File: config.mk
export PLATFORM = sky130hd
export DESIGN_NAME = gyro_calib_ctrl
export DESIGN_NICKNAME = d
export VERILOG_FILES = /design/src/rtl/gyro_calib_ctrl.sv
export SDC_FILE = /design/constraint.sdc
export NUM_CORES = 1
export LEC_CHECK = 0
export CORE_MARGIN = 3
export CORE_UTILIZATION = 54
export CTS_CLUSTER_DIAMETER = 50
export DETAILED_ROUTE_END_ITERATION = 8
export PLACE_DENSITY = 0.78
export SETUP_SLACK_MARGIN = 0.1
export SYNTH_ARGS = -nofsm -noshare
export SYNTH_HDL_FRONTEND = slang
export SYNTH_SLANG_ARGS = --single-unit
File: constraint.sdc
create_clock -name clk_in -period 3.1 [get_ports clk_in]
set_clock_uncertainty 0.2 [all_clocks]
set_input_delay 0.775 -clock clk_in [delete_from_list [all_inputs] [get_ports clk_in]]
set_output_delay 0.775 -clock clk_in [all_outputs]
set_load 0.005 [all_outputs]
File: src/rtl/gyro_calib_ctrl.sv
// Gyro bias calibration controller: averages 2^LOG2_SAMPLES samples after a settle window, then subtracts the bias from every sample.
// Latency: corrected sample appears one cycle after each sample_valid_in strobe; the bias updates one cycle after the last accumulated sample.
// Backpressure: none; every strobe is consumed, and cal_start_in is ignored only in the single DIVIDE cycle.
//
// Ports:
//   clk_in, rst_n_in              clock and asynchronous active-low reset
//   sample_valid_in, g[xyz]_in    raw signed 16-bit gyro samples with one-cycle strobe
//   cal_start_in                  one-cycle (re)start of calibration
//   g[xyz]_out, valid_out         bias-corrected, saturated samples with one-cycle strobe
//   busy_out                      high while a calibration is in progress
//   cal_done_out                  high while a valid bias is loaded
//
// Optional build macro: GYRO_DEADBAND_EN forces corrected values with |value| < DEADBAND to zero.

module gyro_calib_ctrl #(
    parameter int LOG2_SAMPLES   = 8,
    parameter int SETTLE_SAMPLES = 16,
    parameter int DEADBAND       = 4
) (
    input  logic               clk_in,
    input  logic               rst_n_in,
    input  logic               sample_valid_in,
    input  logic signed [15:0] gx_in,
    input  logic signed [15:0] gy_in,
    input  logic signed [15:0] gz_in,
    input  logic               cal_start_in,
    output logic signed [15:0] gx_out,
    output logic signed [15:0] gy_out,
    output logic signed [15:0] gz_out,
    output logic               valid_out,
    output logic               busy_out,
    output logic               cal_done_out
);

    localparam int AW = 16 + LOG2_SAMPLES;
    localparam int CW = LOG2_SAMPLES + 1;
    localparam int SW = $clog2(SETTLE_SAMPLES + 2);
    localparam logic [CW-1:0] SAMPLE_LAST = CW'((1 << LOG2_SAMPLES) - 1);
    localparam logic [SW-1:0] SETTLE_LAST = SW'((SETTLE_SAMPLES > 0) ? SETTLE_SAMPLES - 1 : 0);

    typedef enum logic [2:0] {IDLE, SETTLE, ACCUM, DIVIDE, RUN} state_t;

    state_t                 state;
    logic [SW-1:0]          settle_cnt;
    logic [CW-1:0]          sample_cnt;
    logic signed [AW-1:0]   acc_x, acc_y, acc_z;
    logic signed [15:0]     bias_x, bias_y, bias_z;

    // Subtract at 17 bits so the full-range difference is representable, then clamp.
    function automatic logic signed [15:0] correct(input logic signed [15:0] raw,
                                                   input logic signed [15:0] bias);
        logic signed [16:0] diff;
        logic signed [15:0] sat;
        diff = {raw[15], raw} - {bias[15], bias};
        if (diff[16] != diff[15]) begin
            sat = diff[16] ? 16'sh8000 : 16'sh7FFF;
        end else begin
            sat = diff[15:0];
        end
`ifdef GYRO_DEADBAND_EN
        if (int'(sat) > -DEADBAND && int'(sat) < DEADBAND) begin
            sat = '0;
        end
`else
`endif
        return sat;
    endfunction

    always_ff @(posedge clk_in or negedge rst_n_in) begin
        if (!rst_n_in) begin
            state        <= IDLE;
            settle_cnt   <= '0;
            sample_cnt   <= '0;
            acc_x        <= '0;
            acc_y        <= '0;
            acc_z        <= '0;
            bias_x       <= '0;
            bias_y       <= '0;
            bias_z       <= '0;
            gx_out       <= '0;
            gy_out       <= '0;
            gz_out       <= '0;
            valid_out    <= 1'b0;
            busy_out     <= 1'b0;
            cal_done_out <= 1'b0;
        end else begin
            // Correction runs in every state using the bias held before this edge,
            // so samples landing in DIVIDE still see the previous bias.
            valid_out <= sample_valid_in;
            if (sample_valid_in) begin
                gx_out <= correct(gx_in, bias_x);
                gy_out <= correct(gy_in, bias_y);
                gz_out <= correct(gz_in, bias_z);
            end

            case (state)
                DIVIDE: begin
                    // Arithmetic shift floors toward minus infinity; the mean always fits 16 bits.
                    bias_x       <= 16'(acc_x >>> LOG2_SAMPLES);
                    bias_y       <= 16'(acc_y >>> LOG2_SAMPLES);
                    bias_z       <= 16'(acc_z >>> LOG2_SAMPLES);
                    cal_done_out <= 1'b1;
                    busy_out     <= 1'b0;
                    state        <= RUN;
                end
                default: begin
                    if (cal_start_in) begin
                        // Restart beats a coincident sample: it is neither settled nor accumulated.
                        state        <= SETTLE;
                        settle_cnt   <= '0;
                        sample_cnt   <= '0;
                        acc_x        <= '0;
                        acc_y        <= '0;
                        acc_z        <= '0;
                        cal_done_out <= 1'b0;
                        busy_out     <= 1'b1;
                    end else begin
                        case (state)
                            SETTLE: begin
                                if (SETTLE_SAMPLES == 0) begin
                                    state <= ACCUM;
                                end else if (sample_valid_in) begin
                                    if (settle_cnt == SETTLE_LAST) begin
                                        state <= ACCUM;
                                    end else begin
                                        settle_cnt <= settle_cnt + 1'b1;
                                    end
                                end
                            end
                            ACCUM: begin
                                if (sample_valid_in) begin
                                    acc_x <= acc_x + AW'(gx_in);
                                    acc_y <= acc_y + AW'(gy_in);
                                    acc_z <= acc_z + AW'(gz_in);
                                    if (sample_cnt == SAMPLE_LAST) begin
                                        state <= DIVIDE;
                                    end else begin
                                        sample_cnt <= sample_cnt + 1'b1;
                                    end
                                end
                            end
                            default: begin
                            end
                        endcase
                    end
                end
            endcase
        end
    end

endmodule

== Yosys cells after proc, flatten, opt, wreduce, memory -nomap -nowiden ==
Cells that the tools add are included.

* Bits in writable memories: 0
* Input bits: 52
* Flip-flop bits (word level): 188
* Latch bits: 0
* Memories: 0
* Bits in read-only memories: 0
* Output and inout port bits: 51

* Reduce and logical (&&, ||, !) cells: 9
* $add $sub $neg: 8
* Shift-type cells: 0
* Muxes and demuxes: 34
* Multipliers: 0
* Bitwise gates (word level): 1
* Equal/unequal tests: 14
* Order comparisons: 0
* Divide/modulo/power cells: 0

{| class="wikitable"
|+ Operators by type and width
! operator !! count
|-
| $mux W24 || 9
|-
| $mux W16 || 6
|-
| $add A24 B16 Y24 || 3
|-
| $sub A16 B16 Y17 || 3
|-
| $mux W9 || 4
|-
| $mux W5 || 4
|-
| $mux W3 || 6
|-
| $add A9 B1 Y9 const B || 1
|-
| $eq A9 B8 Y1 const B || 1
|-
| $ne A4 B3 Y1 const B || 2
|-
| $ne A4 B4 Y1 const B || 2
|-
| $reduce_and A4 Y1 || 2
|-
| $reduce_bool A2 Y1 || 4
|-
| $eq A3 B2 Y1 const B || 2
|-
| $pmux W3 S2 || 1
|-
| $add A5 B1 Y5 const B || 1
|-
| $eq A5 B4 Y1 const B || 1
|-
| $reduce_and A5 Y1 || 1
|-
| $mux W1 || 4
|-
| $ne A2 B2 Y1 const B || 2
|-
| $reduce_bool A4 Y1 || 1
|-
| $eq A3 B1 Y1 const B || 1
|-
| $ne A1 B1 Y1 || 3
|-
| $reduce_and A3 Y1 || 1
|-
| $not A1 Y1 || 1
|}

== Logic depth before layout (Yosys ltp) ==
Gate-level depths: netlist (run 1).

* Depth in word-level cells: 6
* Depth in mapped cells: 14

== Worst setup path after synthesis (run 1) ==
No wires, ideal clock.

* Path type: input to register
* From: in gy_in[0]
* To: reg gy_out[11]
* Path slack: -0.360 ns
* Required time: 2.765 ns
* Data arrival time: 3.126 ns
* Setup time: 0.135 ns
* Path buffers: 1
* Stages on the path: 14
* Path through: inv_1 > ha_1 > inv_1 > fa_1 > a21o_1 > a211oi_1 > a21oi_1 > o41ai_1 > a21oi_1 > a21oi_1 > a31oi_1 > clkbuf_1 > o21ai_0 > o22ai_1

* Word-level cells in the longest chain between the ends: 3
* Elaborated cells on any way between the ends: 4
* Those cells by class: add/sub: 1; eq/ne: 1; mux: 2

{| class="wikitable"
|+ RTL lines
! item !! RTL line !! text
|-
| start: declaration || 24 || <nowiki>input logic signed [15:0] gy_in,</nowiki>
|-
| $sub A16 B16 Y17 (*) || 54 || <nowiki>diff = {raw[15], raw} - {bias[15], bias};</nowiki>
|-
| $mux W16 or $ne A1 B1 Y1 (tied branches) || 56, 55 ||
|-
| $mux W16 (*) || 55 || <nowiki>if (diff[16] != diff[15]) begin</nowiki>
|-
| end signal: assignment || 92 || <nowiki>gy_out <= correct(gy_in, bias_y);</nowiki>
|-
| end: declaration || 28 || <nowiki>output logic signed [15:0] gy_out,</nowiki>
|}

Mark *: on every way between the ends. The rest lies on a longest branch, timed or not.
A chain may end at the register's enable or synchronous reset.

== Worst setup path in the final report (run 1) ==
* From: in gy_in[0]
* To: reg gy_out[9]

Same word-level chain as after synthesis.

==> qor.txt, run 1 <==
Ordered list of cells on the worst path - buf_12 -> inv_12 -> ha_4 -> inv_2 -> fa_2 -> a21o_1 -> a211oi_4 -> a21oi_2 -> o41ai_4 -> a21oi_2 -> a21oi_2 -> a31oi_4 -> clkbuf_16 -> o21ai_1 -> o22ai_1
Starting Density - 0.5570
Largest net degree at the start of global routing - 56
Rel. slew slack - 0.6271
Compound-gate portion of the synthesized area - 0.2226
Flops & latches, synth - 188
Fillers - 1321
Reg-to-reg critical path endpoint - gy_out[9]
All-Layer GR Usage - 0.2831
Slowest Stage Delay on Critical Path - 0.36 ns
Final setup viols - 18
Root buffer cell - clkbuf_16
Critical R2R Launch - bias_y[0]
Dpl cell area - 0.01664 mm^2
Synthesized area - 0.01280 mm^2
Synth area leaders - dfrtp_1 (37%), ha_1 (12%), mux2_2 (4.5%)
HPWL Detailed - 25500 um
Global-route wire length before repair - 60710 um
Post-synth EDFFs - 0
Main combinational cell family by area after synthesis - compound AO/OA/AOI/OAI gates
Post-synthesis adder-cell area fraction - 0.1276
Cell area after layout - 0.01828 mm^2
Yosys warns - 0
Io pins - 103
Synth Instances - 1392
GR Overflow Total - 0
Row Count - 55
Routed WL per cell - 20.11 um
Critical path arrival - 3.63 ns
Post-synth cell types - 79
Clk buf depth - 2
Worst skew pair latency - 0.45 ns
Mapped Nets - 1571
CP Data Required Time - 3.20 ns
Unrepaired setup endpoints after global routing - yes
Initial DRC count - 1100
Number of global-route vias before repair - 12730
DIE HEIGHT - 160.0 um
Post-synthesis mux area share - 0.05082
Register area share after synthesis - 0.3675
Fin crit period - 3.535 ns
Status - finished with violations
Tcrit/Tclk final - 1.140
Max-cap violations - 0
Layout cells sized above 1 - 0.3278
Final WS setup - -0.4348 ns
Yosys top cell area share - 0.3675
Cts hold-fix bufs - 0
Most used cell, CP - a21oi_2
Total number of vias - 13015
Slowest library cell on the worst path - a211oi_4
Port buffer count - 102
R2r worst-path depth - 13
PwrDens - 634.8 mW/mm^2
Layout Area Growth over Synthesis - 42.81%
TritonCTS clock tree - done
Peak fanout along the critical path - 5
H-tree Lvls - 4
CP endpoint kind - flop
Cell accounting for the most synthesized area - dfrtp_1
Antenna cells - 0
Worst slew pin tran - 0.5553 ns
Full die area - 0.02559 mm^2
Setup slack, reg-to-reg - -0.37 ns
Predominant post-synthesis flop cell - dfrtp_1
GP Congestion - 0.8899
Hold Fails Final Rpt - 0
Setup crit start - gy_in[0]
Drt via density - 6.116
Synthesized area per cell - 9.197 um^2
Static leakage - 8.588 nW
Total power - 11.61 mW
Chip width - 160.0 um
Pre-antenna DRT Iters - 7
Fraction of registers with async set/reset - 1.000
ANT nets after route - 0
Fmax achieved - 0.2829 GHz
Simple-gate portion of the synthesized area - 0.1210
Crit Path Class - in -> reg
Number of remaining DRC errors - 0
Final Max Tran Viols - 0
Worst setup SP type - input port
Hold crit path type - in -> async
CORE AREA - 0.02298 mm^2
VDD IR max - 474.4 uV
Violated checks - setup timing
Worst-path clk slew - 0.07 ns
XOR/XNOR share of the synthesized area - 0.06499
Initial antenna violation count - 0
CTS buffer count - 17
Drt total wl - 42800 um
Nets - 1981
Clock sinks - 188
## registers in the layout (all words and copies together), names as in the netlist
signal	cells
acc_x	24
acc_y	24
acc_z	24
bias_x	16
bias_y	16
bias_z	16
gx_out	16
gy_out	16
gz_out	16
sample_cnt	9
settle_cnt	5
state	3
busy_out	1
cal_done_out	1
valid_out	1
## repair_timing
item,4_1_cts,5_1_grt
gates cloned,2,2
endpoints found under the setup margin,82,68
resized for setup,117,107
pin swaps,38,62
setup buffers,15,19
## cell type report
cell class	instances	area, um^2	share of cell area
multi-input combinational	1056	8571	0.4688
sequential	188	4705	0.2573
timing repair buffer	435	3633	0.1987
clock buffer	19	442.9	0.02423
inverter	104	405.4	0.02217
tap	313	391.6	0.02142
clock inverter	13	133.9	0.007323
## metal layers
layer	up-vias	wire length [um]	track usage
li1	5820	-	-
met4	0	2290	0.09665
met2	672	21260	0.5050
met5	-	0	0
met3	206	2754	0.04825
met1	6317	16500	0.3466
## power by group
group,switching [mW],internal (mW),total (mW)
clock,1.07,1.15,2.23
sequential,0.448,2.91,3.36
combinational,3.00,3.03,6.02
total,4.52,7.09,11.6
## stage by stage
step / setup WS [ns] / hold WS (ns) / util / TNS (ns) / cells
after global placement: -0.9298 / 0.2606 / 0.7242 / -55.50 / 2058
after detailed placement: -1.058 / 0.2773 / 0.7242 / -61.98 / 2058
after CTS: -0.1340 / 0.1108 / 0.7698 / -1.774 / 2107
final: -0.4348 / 0.08961 / 0.7954 / -5.146 / 2128
after global routing: -0.4228 / 0.1123 / 0.7954 / -5.930 / 2128
after floorplan: -0.1158 / 0.2473 / - / -1.668 / 1392
## worst max path at each step
stage	to	slack [ns]	cells after the start
detailed placement	gy_out[11]	-1.06	15
global route	gy_out[9]	-0.42	15
CTS	gy_out[11]	-0.13	15
finish	gy_out[9]	-0.43	15
floorplan	gy_out[11]	-0.12	11
global placement	gy_out[12]	-0.93	15
## worst max-delay path, delay by kind of cell
| family | cells | cell delay (ns) |
|---|---|---|
| AOI/OAI and AO/OA | 9 | 1.98 |
| buffers and inverters | 4 | 0.40 |
| adders and majority gates | 2 | 0.47 |
## synthesized netlist by cell type, drive strengths merged (6+ instances only)
master and count:
a211oi 9, fa 6, and3 11, clkbuf 36
a21oi 112, ha 121, a22o 6, o31ai 11
dfrtp 188, xor2 51, buf 8, o21a 23
xnor2 44, mux2 53, or3 6, nand2 117
nand2b 23, nor2b 15, nand4 10, nand3 18
a21o 44, inv 104, a31oi 7, nor3 21
o41ai 7, o21bai 11, o22ai 31, o211ai 6
nor2 84, o221a 14, o21ai 127
## cell families (layout without fill, tap and decap cells)
family / after synthesis / count (layout)
fa+ha+maj: 127 / 127
compound gates: 446 / 446
flops: 188 / 188
xor+xnor: 95 / 95
mux: 58 / 58
buf+inv: 148 / 571
simple gates: 330 / 330
## layout by cell type, fill, tap and decap left out, types with 22 or more instances in the layout
cell type / instances
mux2_2: 51
xnor2_1: 44
o21ai_0: 85
a21oi_1: 68
o21ai_1: 27
ha_1: 90
dfrtp_1: 188
clkdlybuf4s50_1: 63
nand2_1: 115
buf_4: 317
a21o_1: 44
inv_1: 96
ha_4: 28
xor2_1: 51
a21oi_2: 39
o21a_1: 22
o22ai_1: 28
nor2_1: 84
(Power assumes the default switching activity.)
==> run 2, diff against run 1 <==
--- a/config.mk
+++ b/config.mk
@@ -9,7 +9,7 @@
 export CORE_UTILIZATION = 54
 export CTS_CLUSTER_DIAMETER = 50
 export DETAILED_ROUTE_END_ITERATION = 8
-export PLACE_DENSITY = 0.78
+export PLACE_DENSITY_LB_ADDON = 0.08
 export SETUP_SLACK_MARGIN = 0.1
 export SYNTH_ARGS = -nofsm -noshare
 export SYNTH_HDL_FRONTEND = slang
==> qor.txt, run 2 (synthesized netlist as in run 1, its figures left out) <==
Most common cell after layout, fill and taps aside - buf_4
Largest net degree at the start of global routing - 65 (+16%)
Ordered list of cells on the worst path - buf_12 -> inv_12 -> ha_4 -> inv_2 -> fa_2 -> a21o_1 -> a211oi_2 -> a21oi_2 -> o41ai_2 -> buf_4 -> buf_4 -> buf_4 -> inv_2 -> a21oi_4 -> xnor2_2 -> o21ai_2 -> o22ai_1
H-tree Lvls - 4 (unchanged)
Fin crit period - 3.214 ns (-0.3209 ns)
ANT nets after route - 0 (unchanged)
Root buffer cell - clkbuf_16
Fmax achieved - 0.3111 GHz (+10%)
Slowest library cell on the worst path - o41ai_2
Hold crit path type - in -> async
Hold Fails Final Rpt - 0 (unchanged)
CP Data Required Time - 3.19 ns (about the same)
GP Congestion - 0.8733 (-1.9%)
Fillers - 1523 (+15%)
Setup slack, reg-to-reg - -0.02 ns (+0.35 ns)
Most used cell, CP - buf_4
PwrDens - 617.6 mW/mm^2 (-2.7%)
Max-cap violations - 0 (unchanged)
Status - finished with violations
Layout Area Growth over Synthesis - 41.67%
Io pins - 103 (unchanged)
Chip width - 160.0 um (unchanged)
Unrepaired setup endpoints after global routing - yes
VDD IR max - 358.4 uV (-24%)
Worst skew pair latency - 0.43 ns (-0.02 ns)
Fin Setup TNS - -0.6666 ns (+4.479 ns)
Clock sinks - 188 (unchanged)
HPWL Detailed - 24450 um (-4.1%)
Total number of vias - 11835 (-9.1%)
Drt via density - 5.596 (-8.5%)
Critical path arrival - 3.30 ns (-0.33 ns)
Worst slew pin tran - 0.5945 ns (+0.03915 ns)
Initial DRC count - 781 (-29%)
Largest regs - acc_x: 24 flops, acc_y: 24 flops, acc_z: 24 flops
GR Overflow Total - 0 (unchanged)
Initial antenna violation count - 0 (unchanged)
Slowest Stage Delay on Critical Path - 0.38 ns (+0.02 ns)
Crit Path Class - in -> reg
CORE AREA - 0.02298 mm^2 (unchanged)
Core Util, Final - 0.7891 (-0.006314)
Nets - 1968 (-0.66%)
R2r worst-path depth - 15 (+2)
Critical R2R Launch - bias_y[0]
CTS buffer count - 17 (unchanged)
Static leakage - 8.459 nW (-1.5%)
All-Layer GR Usage - 0.2664 (-0.01668)
Starting Density - 0.5570 (unchanged)
Number of global-route vias before repair - 11955 (-6.1%)
Full die area - 0.02559 mm^2 (unchanged)
Row Count - 55 (unchanged)
Port buffer count - 102 (unchanged)
Number of remaining DRC errors - 0 (unchanged)
Clk buf depth - 2 (unchanged)
Rel. slew slack - 0.6037 (-0.02344)
Drt total wl - 34930 um (-18%)
Final setup viols - 15 (-3)
Antenna cells - 0 (unchanged)
Reg-to-reg critical path endpoint - gy_out[12]
Peak fanout along the critical path - 2 (-3)
Worst setup SP type - input port
Cts hold-fix bufs - 0 (unchanged)
DIE HEIGHT - 160.0 um (unchanged)
Final Max Tran Viols - 0 (unchanged)
Violated checks - setup timing
TritonCTS clock tree - done
Routed WL per cell - 16.52 um (-18%)
Global-route wire length before repair - 57010 um (-6.1%)
Tcrit/Tclk final - 1.037 (-0.1035)
Final WS setup - -0.1139 ns (+0.3209 ns)
Most frequent cells in the layout - buf_4 (306), dfrtp_1 (188), nand2_1 (114)
CP endpoint kind - flop
Layout cells sized above 1 - 0.3230 (-0.004849)
Worst-path clk slew - 0.08 ns (about the same)
Pre-antenna DRT Iters - 5 (-2)
==> run 2: critical path, delay by kind of cell <==
family                   cells  cell delay [ns]
XOR/XNOR                     1             0.12
buffers and inverters        7             0.60
AO/OA/AOI/OAI                7             1.36
adder cells (fa/ha/maj)      2             0.45
==> run 2: what timing repair did <==
action | CTS | global route
setup endpoints to repair | 77 | 67
pin swaps | 61 | 81
setup buffers | 27 | 8
gates cloned | 4 | 1
gates resized for setup | 126 | 89
==> run 2: cell type report <==
| type | instances | area, um^2 | share of cell area |
|---|---|---|---|
| multi-input cells | 1057 | 8531 | 0.4703 |
| flip-flops and latches | 188 | 4705 | 0.2594 |
| repair buffers | 421 | 3510 | 0.1935 |
| clock buffers | 22 | 494.2 | 0.02725 |
| inverters | 104 | 405.4 | 0.02235 |
| well taps | 313 | 391.6 | 0.02159 |
| clock inverters | 10 | 101.3 | 0.005588 |
==> run 2: report_power, final <==
| part | switching (mW) | internal (mW) |
|---|---|---|
| clock | 1.02 | 1.23 |
| combinational | 2.63 | 3.00 |
| sequential | 0.413 | 2.91 |
==> run 2: metrics by stage <==
stage | std cells | hold slack (ns) | area (um^2) | total power, mW | setup WS, ns
2_1_floorplan | 1392 | 0.2473 | 13130 | 6.203 | -0.1158
3_3_place_gp | 2047 | 0.2595 | 16550 | 8.129 | -0.8772
3_5_place_dp | 2047 | 0.2670 | 16550 | 8.275 | -0.9368
4_1_cts | 2109 | 0.07047 | 17740 | 10.83 | -0.3354
5_1_grt | 2115 | 0.09427 | 18140 | 11.92 | -0.1894
6_report | 2115 | 0.07316 | 18140 | 11.20 | -0.1139
==> run 2: worst max path at each step <==
stage / startpoint / to / depth (start not counted)
after floorplan: gy_in[1] / gy_out[11] / 11
after global placement: gy_in[0] / gy_out[0] / 16
after detailed placement: gy_in[0] / gy_out[0] / 16
after CTS: gy_in[0] / gy_out[6] / 17
after global routing: gy_in[3] / gy_out[0] / 12
final: gy_in[0] / gy_out[12] / 17
==> run 2: per-layer routing <==
metal  vias to the layer above  GRT usage  share of wire
li1                       5801          -              -
met1                      5774     0.3498           0.45
met2                       217     0.4690           0.50
met3                        43    0.03502          0.032
met4                         0    0.06391          0.016
met5                         -          0              0
